## config.mk

```make
export PLATFORM = sky130hd
export DESIGN_NAME = kernel_window_ctrl
export DESIGN_NICKNAME = d
export VERILOG_FILES = /design/src/rtl/hog_pkg.sv /design/src/rtl/raster_counter.sv /design/src/rtl/kernel_window_ctrl.sv
export SDC_FILE = /design/constraint.sdc
export NUM_CORES = 1
export LEC_CHECK = 0
export CORE_MARGIN = 2
export CORE_UTILIZATION = 53
export CTS_CLUSTER_SIZE = 25
export DETAILED_ROUTE_END_ITERATION = 7
export PLACE_DENSITY = 0.78
export SYNTH_ARGS = -nofsm -noshare
export SYNTH_HDL_FRONTEND = slang
export SYNTH_HIERARCHICAL = 1
export SYNTH_SLANG_ARGS = --single-unit
```

## constraint.sdc

```tcl
create_clock -name clk -period 4.2 [get_ports clk]
set_input_delay 1.05 -clock clk [delete_from_list [all_inputs] [get_ports clk]]
set_output_delay 1.05 -clock clk [all_outputs]
set_load 0.01 [all_outputs]
```

## src/rtl/hog_pkg.sv

```systemverilog
// Shared types and helpers for the HOG front end: controller state encoding
// and the per-frame window count.
package hog_pkg;

  typedef enum logic [1:0] {
    IDLE   = 2'd0,
    ACTIVE = 2'd1,
    DRAIN  = 2'd2,
    DONE   = 2'd3
  } kwc_state_t;

  // Number of fully in-image windows produced by one frame.
  function automatic int window_count(input int img_w, input int img_h,
                                      input int blk_w, input int blk_h);
    return (img_w - blk_w + 1) * (img_h - blk_h + 1);
  endfunction

endpackage

```

## src/rtl/raster_counter.sv

```systemverilog
// Column/row raster position counter with synchronous clear, enable, row wrap
// and a flag marking the last pixel of the frame.
module raster_counter
  import hog_pkg::*;
#(
  parameter int IMG_WIDTH  = 64,
  parameter int IMG_HEIGHT = 128,
  parameter int X_WIDTH    = $clog2(IMG_WIDTH),
  parameter int Y_WIDTH    = $clog2(IMG_HEIGHT)
) (
  input  logic               clk,
  input  logic               rst,
  input  logic               clear,
  input  logic               en,
  output logic [X_WIDTH-1:0] x,
  output logic [Y_WIDTH-1:0] y,
  output logic               last
);

  localparam logic [X_WIDTH-1:0] X_LAST = X_WIDTH'(IMG_WIDTH - 1);
  localparam logic [Y_WIDTH-1:0] Y_LAST = Y_WIDTH'(IMG_HEIGHT - 1);

  logic x_wrap;

  assign x_wrap = (x == X_LAST);
  assign last   = x_wrap && (y == Y_LAST);

  // y holds on the final pixel so it never wraps within a frame.
  always_ff @(posedge clk) begin
    if (rst || clear) begin
      x <= '0;
      y <= '0;
    end else if (en) begin
      if (x_wrap) begin
        x <= '0;
        if (!last) begin
          y <= y + Y_WIDTH'(1);
        end
      end else begin
        x <= x + X_WIDTH'(1);
      end
    end
  end

endmodule

```

## src/rtl/kernel_window_ctrl.sv

```systemverilog
// Sequencing controller for the sliding-window kernel: accepts pixel columns,
// strobes the kernel shift and presents qualified in-image windows downstream.
module kernel_window_ctrl
  import hog_pkg::*;
#(
  parameter int BLOCK_WIDTH  = 3,
  parameter int BLOCK_HEIGHT = 3,
  parameter int IMG_WIDTH    = 64,
  parameter int IMG_HEIGHT   = 128,
  parameter int X_WIDTH      = $clog2(IMG_WIDTH),
  parameter int Y_WIDTH      = $clog2(IMG_HEIGHT)
) (
  input  logic               clk,
  input  logic               rst,
  input  logic               start,
  input  logic               col_valid,
  output logic               col_ready,
  output logic               shift_en,
  output logic               win_valid,
  input  logic               win_ready,
  output logic [X_WIDTH-1:0] win_x,
  output logic [Y_WIDTH-1:0] win_y,
  output logic               busy,
  output logic               frame_done
);

  localparam logic [X_WIDTH-1:0] X_MIN = X_WIDTH'(BLOCK_WIDTH - 1);
  localparam logic [Y_WIDTH-1:0] Y_MIN = Y_WIDTH'(BLOCK_HEIGHT - 1);

  kwc_state_t state, state_next;

  logic               fire;
  logic               qualified;
  logic               last_pixel;
  logic               clear_pos;
  logic [X_WIDTH-1:0] x;
  logic [Y_WIDTH-1:0] y;

  assign fire      = col_valid && col_ready;
  assign shift_en  = fire;
  assign clear_pos = (state == IDLE) && start;
  assign qualified = (x >= X_MIN) && (y >= Y_MIN);

  raster_counter #(
    .IMG_WIDTH (IMG_WIDTH),
    .IMG_HEIGHT(IMG_HEIGHT),
    .X_WIDTH   (X_WIDTH),
    .Y_WIDTH   (Y_WIDTH)
  ) u_raster (
    .clk  (clk),
    .rst  (rst),
    .clear(clear_pos),
    .en   (fire),
    .x    (x),
    .y    (y),
    .last (last_pixel)
  );

  always_ff @(posedge clk) begin
    if (rst) begin
      state <= IDLE;
    end else begin
      state <= state_next;
    end
  end

  always_comb begin
    state_next = state;
    unique case (state)
      IDLE:    if (start) state_next = ACTIVE;
      ACTIVE:  if (fire && last_pixel) state_next = DRAIN;
      DRAIN:   if (!win_valid || win_ready) state_next = DONE;
      DONE:    state_next = IDLE;
      default: state_next = IDLE;
    endcase
  end

  always_comb begin
    col_ready  = 1'b0;
    busy       = (state != IDLE);
    frame_done = (state == DONE);
    if (state == ACTIVE) begin
      col_ready = !win_valid || win_ready;
    end
  end

  // A consume coinciding with a new qualified fire keeps the window valid and
  // just advances the coordinates, giving one window per cycle.
  always_ff @(posedge clk) begin
    if (rst) begin
      win_valid <= 1'b0;
      win_x     <= '0;
      win_y     <= '0;
    end else if (fire && qualified) begin
      win_valid <= 1'b1;
      win_x     <= x - X_MIN;
      win_y     <= y - Y_MIN;
    end else if (win_ready) begin
      win_valid <= 1'b0;
    end
  end

endmodule

```

### Word-level counts from Yosys, hierarchy flattened

Index checks and enable logic that the tools add are counted.
W data, S select, Z words.

| storage, ports and cells | value |
|---|---|
| flip-flop bits (word level) | 29 |
| bits of input ports | 5 |

| operators by class | value |
|---|---|
| add/sub/neg operators | 4 |
| equality and inequality tests | 8 |
| magnitude comparators | 2 |
| multiplexer cells | 8 |
| bitwise gates (word level) | 1 |
| reduce and logical (&&, ||, !) cells | 14 |

Operators by type and width:

| kind | count |
|---|---|
| $pmux W2 S4 | 1 |
| $add A7 B1 Y7 const B | 1 |
| $eq A7 B7 Y1 const B | 1 |
| $ge A7 B2 Y1 const B | 1 |
| $sub A7 B2 Y7 const B | 1 |
| $add A6 B1 Y6 const B | 1 |
| $eq A6 B6 Y1 const B | 1 |
| $ge A6 B2 Y1 const B | 1 |
| $logic_and A1 B1 Y1 | 6 |
| $mux W2 | 3 |
| $mux W6 | 1 |
| $ne A2 B2 Y1 const B | 3 |
| $reduce_and A3 Y1 | 2 |
| $sub A6 B2 Y6 const B | 1 |
| $eq A2 B2 Y1 const B | 2 |
| $reduce_bool A2 Y1 | 2 |
| $mux W1 | 3 |
| $eq A2 B1 Y1 const B | 1 |
| $logic_not A2 Y1 | 1 |
| $logic_or A1 B1 Y1 | 2 |
| $logic_not A1 Y1 | 1 |
| $not A1 Y1 | 1 |

### Longest topological paths before layout

Gate-level depths: netlist (run 1).

| logic depth | value |
|---|---|
| depth in word-level cells | 7 |
| depth in mapped cells | 10 |

### By module

The synthesis (run 1) kept the hierarchy.

By module, submodules not included:

| module | sequential area each (um^2) | cells an instance | area an instance (um^2) | times used |
|---|---|---|---|---|
| kernel_window_ctrl | 320.3 | 101 | 912.1 | 1 |
| raster_counter | 260.2 | 66 | 609.3 | 1 |

### Least setup slack after synthesis (run 1)

Ideal clock, no wire load.

| path | value |
|---|---|
| path kind | input to output |
| start point | input win_ready |
| end point | output shift_en |
| slack | 1.446 ns |
| data required time | 3.150 ns |
| stages on the path | 4 |
| arrival time | 1.704 ns |
| cell sequence | nand2b_1 -> nand3_1 -> inv_1 -> buf_2 |

| on the way | value |
|---|---|
| word-level cells in the longest chain between the ends | 3 |

Ends and longest elaborated chain:

| element | RTL line | source |
|---|---|---|
| start: declaration | kernel_window_ctrl.sv:20 | `input logic win_ready,` |
| $logic_or A1 B1 Y1 | kernel_window_ctrl.sv:83 | `col_ready = !win_valid \|\| win_ready;` |
| $mux W1 | kernel_window_ctrl.sv:82 | `if (state == ACTIVE) begin` |
| $logic_and A1 B1 Y1 | kernel_window_ctrl.sv:39 | `assign fire = col_valid && col_ready;` |
| end: declaration | kernel_window_ctrl.sv:18 | `output logic shift_en,` |

Every way passes these cells.

### Worst setup path in the final report (run 1)

Ends and elaborated chain as after synthesis.

==> run metrics, run 1 <==
FMAX=0.279 GHz; clk root buf=clkbuf_4; R2R cell count=9; largest net degree at the start of global routing=20; R2R setup slack=1.83 ns; final setup vio count=0; final core occ=between 60% and 70%; Met2 Wirelength=~1500 µm; Total Routing Usage GR=21.8%; Final Max Slew Viols=0; Hold Crit Endpoint=win_y[0]; Critical Path RT=3.15 ns; PD cells=382 nW/µm²; routed wire length per instance=14.6 µm; hold path depth=2; clk_lat worst skew=around 0.35 ns; Post-synth EDFFs=0; post-synthesis cell count=approximately 170; H-tree depth=2; critical path peak fanout=4; clock-pin slew on the worst setup and hold paths=about 0.1 ns; diodes inserted=0; DRC=0; first-pass GRT wire length=5320 µm; Max Clock Skew=approximately 0.014 ns; Row Count=19; cts-stage hold buffer count=0; Rel. slew slack=about 52%; Die W=roughly 58 µm; die area=~3300 µm²; leak pwr=0.655 nW; max-cap violation count=0; syn nets=180; Vias/cell=5.86; Fillers=230; initial DRC count=30; DP Area=around 1700 µm²; crit start category=primary input; Seq cells post-synth=29; Setup WS post-layout=0.619 ns; Worst Path Arrival=~2.5 ns; Worst Hold Slack=0.496 ns; grt ovf=0; Post-Route WL=3200 µm; max layer used=met4; Worst Max-Slew Pin Slew=0.720 ns; Worst Setup Path Type=primary input to primary output; met3 WL=around 170 µm; Die H=about 58 µm; Max VDD drop=between 0.3 and 0.4 mV; final HPWL from detailed placement=around 2300 µm; via count=approximately 1.3k; setup repair bufs after CTS=0; Final Net Count=~200; Crit. End Element=primary output; async set-reset flop share out of synthesis=0%; most numerous cell in the Yosys netlist=dfxtp_1; Avg Cell Area, Syn=approximately 9.1 µm²; Starting Density=a little under three fifths; synth cell count leaders=dfxtp_1, nor2_1, a211oi_1; dpl cells=roughly 210; Overall Power=just under 0.7 mW; register area share after synthesis=38.2%; min-delay worst type=register to register; main area contributors after synthesis=dfxtp_1, ha_1, a211oi_1, xor2_1, a31oi_1; Core Footprint=between 2000 and 3000 µm²; RR Endpoint=u_raster/y[5]; IO Port Bufs=22; RSZ-0062 raised after global routing=no; Hold Vio Cnt, Final=0; wl on met1=between 1000 and 1500 µm; Hold Path Origin=win_y[0]; post-synth design cell area=between 1500 and 2000 µm²; R2R Path Start=state[1]; post-route setup TNS=0 ns; fin cells=220; CTS sink count=29; clock buffer count from CTS=5; IO Pins=23; Main synth FF type=dfxtp_1; CTS resizes=0; status=completed; Yosys warning count=6; dpl ws=0.639 ns; area leader, netlist=dfxtp_1; Pre-Repair DR Iteration Count=4; initial antenna violation count=0; share of layout cells above drive strength 1=8.99%; minimum clock period=3.58 ns; antenna-violating nets left=0; gpl congestion=0.804; final instance area=between 1500 and 2000 µm²; Final period util=roughly 85%; Area Overhead vs Synth=19.0%; top cell type's share of synthesized area=around two fifths; Clock Tree Buf Depth=2; vias in the first global route=1,229; post-synth cell types=41; CTS tree=done
-- cell type report --
cell class	count	area (µm²)	share of cell area, %
clock buffer	7	55.1	3.04
clock inverter	1	30.0	1.66
inverter	8	30.0	1.66
multi-input combinational	121	848	46.9
sequential	29	581	32.1
tap	31	38.8	2.14
timing repair buffer	23	228	12.6
-- cell families (layout without fill, tap and decap cells) --
family	after synthesis	in the layout	share of synthesized area (%)
compound gates	42	42	19.1
xor+xnor	14	14	8.06
mux	2	2	1.32
simple gates	55	55	20.7
fa+ha+maj	8	8	6.58
flops	29	29	38.2
buf+inv	17	39	6.09
-- report_power, final --
group	switching (mW)	internal [mW]	leakage, nW	total, mW
clock	0.102	0.142	0.0455	0.244
combinational	0.0829	0.0684	0.375	0.151
sequential	0.0110	0.285	0.234	0.296
-- registers in the layout, indices dropped and copies added, names as in the netlist --
| register | flops |
|---|---|
| win_x | 6 |
| win_valid | 1 |
| u_raster/x | 6 |
| win_y | 7 |
| state | 2 |
| u_raster/y | 7 |
-- worst max-delay path, stage by stage --
cell	delay, ns
clkdlybuf4s50_1	0.46
nand2b_1	0.14
nand3_1	0.19
inv_1	0.14
clkdlybuf4s50_1	0.54
-- cells in the final DEF, fill, tap and decap left out, types with 2 or more instances in the layout --
cell type,n
and2_1,3
nor3_1,4
dfxtp_1,29
a21oi_1,8
a31oi_1,11
nand2_1,8
o31ai_1,3
nand4_1,4
or3_1,4
clkbuf_4,5
xnor2_1,6
nand3_1,6
nand3_2,2
inv_1,8
clkdlybuf4s50_1,22
xor2_1,8
ha_1,8
mux2i_1,2
a211oi_1,12
o21ai_0,2
nor2_1,13
-- routing by layer --
| layer | track usage [%] | vias to the layer above |
|---|---|---|
| met4 | 13.0 | 0 |
| met3 | 7.71 | 7 |
| met2 | 34.3 | 30 |
| met5 | 0 | - |
| li1 | - | 653 |
| met1 | 25.4 | 599 |
-- worst max path at each step --
stage	start	to	slack (ns)	depth (start not counted)
floorplan	win_ready	shift_en	1.45	4
global placement	win_ready	shift_en	0.66	5
detailed placement	win_ready	shift_en	0.64	5
CTS	win_ready	shift_en	0.63	5
global route	win_ready	shift_en	0.55	5
finish	win_ready	shift_en	0.62	5
Note: power is estimated with default switching activity, not from simulation.
==> run 2, diff against run 1 <==
--- a/config.mk
+++ b/config.mk
@@ -5,7 +5,8 @@
 export SDC_FILE = /design/constraint.sdc
 export NUM_CORES = 1
 export LEC_CHECK = 0
-export CORE_MARGIN = 2
+export CORE_ASPECT_RATIO = 1.4
+export CORE_MARGIN = 5
 export CORE_UTILIZATION = 53
 export CTS_CLUSTER_SIZE = 25
 export DETAILED_ROUTE_END_ITERATION = 7
==> run metrics, run 2 (synthesized netlist as in run 1, its figures left out) <==
final instance area=1820 µm² (+0.48%); Hold Vio Cnt, Final=0 (unchanged); Final Max Slew Viols=0 (unchanged); first-pass GRT wire length=5740 µm (+7.9%); crit-path cells=clkdlybuf4s50_1, nand2b_1, nand3_1, inv_1, clkdlybuf4s50_1; internal power=0.485 mW (-2.2%); Max VDD drop=0.269 mV (-31%); cts-stage hold buffer count=0 (unchanged); part of the power in combinational logic=22.9% (+1.0 points); min-delay worst type=register to register; post-route setup TNS=0 ns (unchanged); status=completed; die area=4060 µm² (+22%); Crit. End Element=primary output; CTS sink count=29 (unchanged); setup repair bufs after CTS=0 (unchanged); Overall Power=0.679 mW (-1.8%); initial DRC count=30 (unchanged); CTS tree=done; max-cap violation count=0 (unchanged); gpl congestion=0.795 (-1.1%); Core Footprint=2820 µm² (+3.2%); final HPWL from detailed placement=2480 µm (+8.1%); Worst Max-Slew Pin Slew=0.732 ns (+0.0122 ns); RSZ-0062 raised after global routing=no; Die H=73.4 µm (+27%); final setup vio count=0 (unchanged); share of layout cells above drive strength 1=8.51% (-0.48 points); Final period util=84.3% (-0.95 points); Most common cell on crit path=clkdlybuf4s50_1; FMAX=0.282 GHz (+1.1%); CTS resizes=0 (unchanged); largest net degree at the start of global routing=20 (unchanged); dpl ws=0.664 ns (+0.0250 ns); clk_lat worst skew=0.28 ns (-0.07 ns); Worst Path Arrival=2.49 ns (-0.04 ns); Sequential Power Share=43.7% (+0.9 points); DP Area=1730 µm² (+0.44%); clock buffer count from CTS=5 (unchanged); clock power share=33.4% (-1.9 points); antenna-violating nets left=0 (unchanged); crit start category=primary input; vias in the first global route=1,322 (+7.6%); leak pwr=0.654 nW (-0.18%); minimum clock period=3.54 ns (-0.0399 ns); Area Overhead vs Synth=19.6%; diodes inserted=0 (unchanged); Vias/cell=5.73 (-2.1%); grt ovf=0 (unchanged); crit-path leading delay family=buffers and inverters; Buf+Inv Stages, Crit Path=3 (unchanged); Worst Hold Slack=0.479 ns (-0.0168 ns); Critical Path RT=3.15 ns (about the same); via count=1,290 (+0.078%); biggest regs=u_raster/y: 7 flops, win_y: 7 flops; clk root buf=clkbuf_8; most common cell after layout, fill and taps aside=dfxtp_1; fin cells=225 (+2.3%); Row Count=23 (+4); IO Pins=23 (unchanged); DRC=0 (unchanged); Die W=55.3 µm (-4.0%); Worst Setup Path Type=primary input to primary output; Switching Power=0.195 mW (-0.75%); critical path peak fanout=4 (unchanged); Max Clock Skew=0.00740 ns (-0.00651 ns); IO Port Bufs=22 (unchanged); PD cells=373 nW/µm² (-2.3%); Final Net Count=201 (unchanged); initial antenna violation count=0 (unchanged); commonest cells after routing, fill and taps aside=dfxtp_1, clkdlybuf4s50_1, nor2_1; switching share of power=28.6% (+0.31 points); dpl cells=218 (+2.8%); H-tree depth=2 (unchanged); final core occ=64.5% (-1.7 points); routed wire length per instance=15.2 µm (+4.2%); Pre-Repair DR Iteration Count=4 (unchanged); Total Routing Usage GR=17.9% (-3.8 points); Starting Density=53.9% (-1.7 points); Clock Tree Buf Depth=2 (unchanged); clock-pin slew on the worst setup and hold paths=0.06 ns (-0.04 ns); Setup WS post-layout=0.658 ns (+0.0399 ns); Post-Route WL=3410 µm (+6.6%); Rel. slew slack=50.9% (-0.82 points); Max stage delay on crit path=0.54 ns (about the same); crit path max-delay cell type=clkdlybuf4s50_1
-- run 2: worst register-to-register path: cells and delay by family, from the launching register on --
family	cells	cell delay, ns
AND/OR/NAND/NOR	3	0.98
buffers and inverters	3	0.47
flip-flops	1	0.33
AO/OA/AOI/OAI	2	0.31
adder cells (fa/ha/maj)	1	0.19
-- run 2: path summary, 6_finish.rpt --
| path | from | to | slack (ns) | cells after the start |
|---|---|---|---|---|
| worst max-delay path | win_ready | shift_en | 0.66 | 5 |
| worst min-delay path | win_y[0] | win_y[0] | 0.48 | 2 |
| worst min register to register | win_y[0] | win_y[0] | 0.48 | 2 |
| worst max register to register | state[1] | u_raster/y[5] | 1.86 | 9 |
-- run 2: power groups by stage --
stage / clock (mW) / sequential (mW) / combinational, mW
6_report: 0.227 / 0.297 / 0.155
3_3_place_gp: 0 / 0.301 / 0.149
2_1_floorplan: 0 / 0.300 / 0.0987
3_5_place_dp: 0 / 0.303 / 0.155
5_1_grt: 0.249 / 0.299 / 0.172
4_1_cts: 0.234 / 0.297 / 0.156
-- run 2: layout make-up --
type | instances | area (µm²)
clock buffer | 7 | 86.3
timing repair buffer | 23 | 228
tap | 37 | 46.3
multi-input combinational | 121 | 848
sequential | 29 | 581
inverter | 8 | 30.0
fill | 271 | 1000
-- run 2: routing by layer --
layer  GRT usage [%]  up-vias  routed length (µm)
met1            17.0      606                1360
met4            10.3        0                  82
met3            6.68       10                 171
met2            33.0       30                1800
li1                -      644                   -
met5               0        -                   0
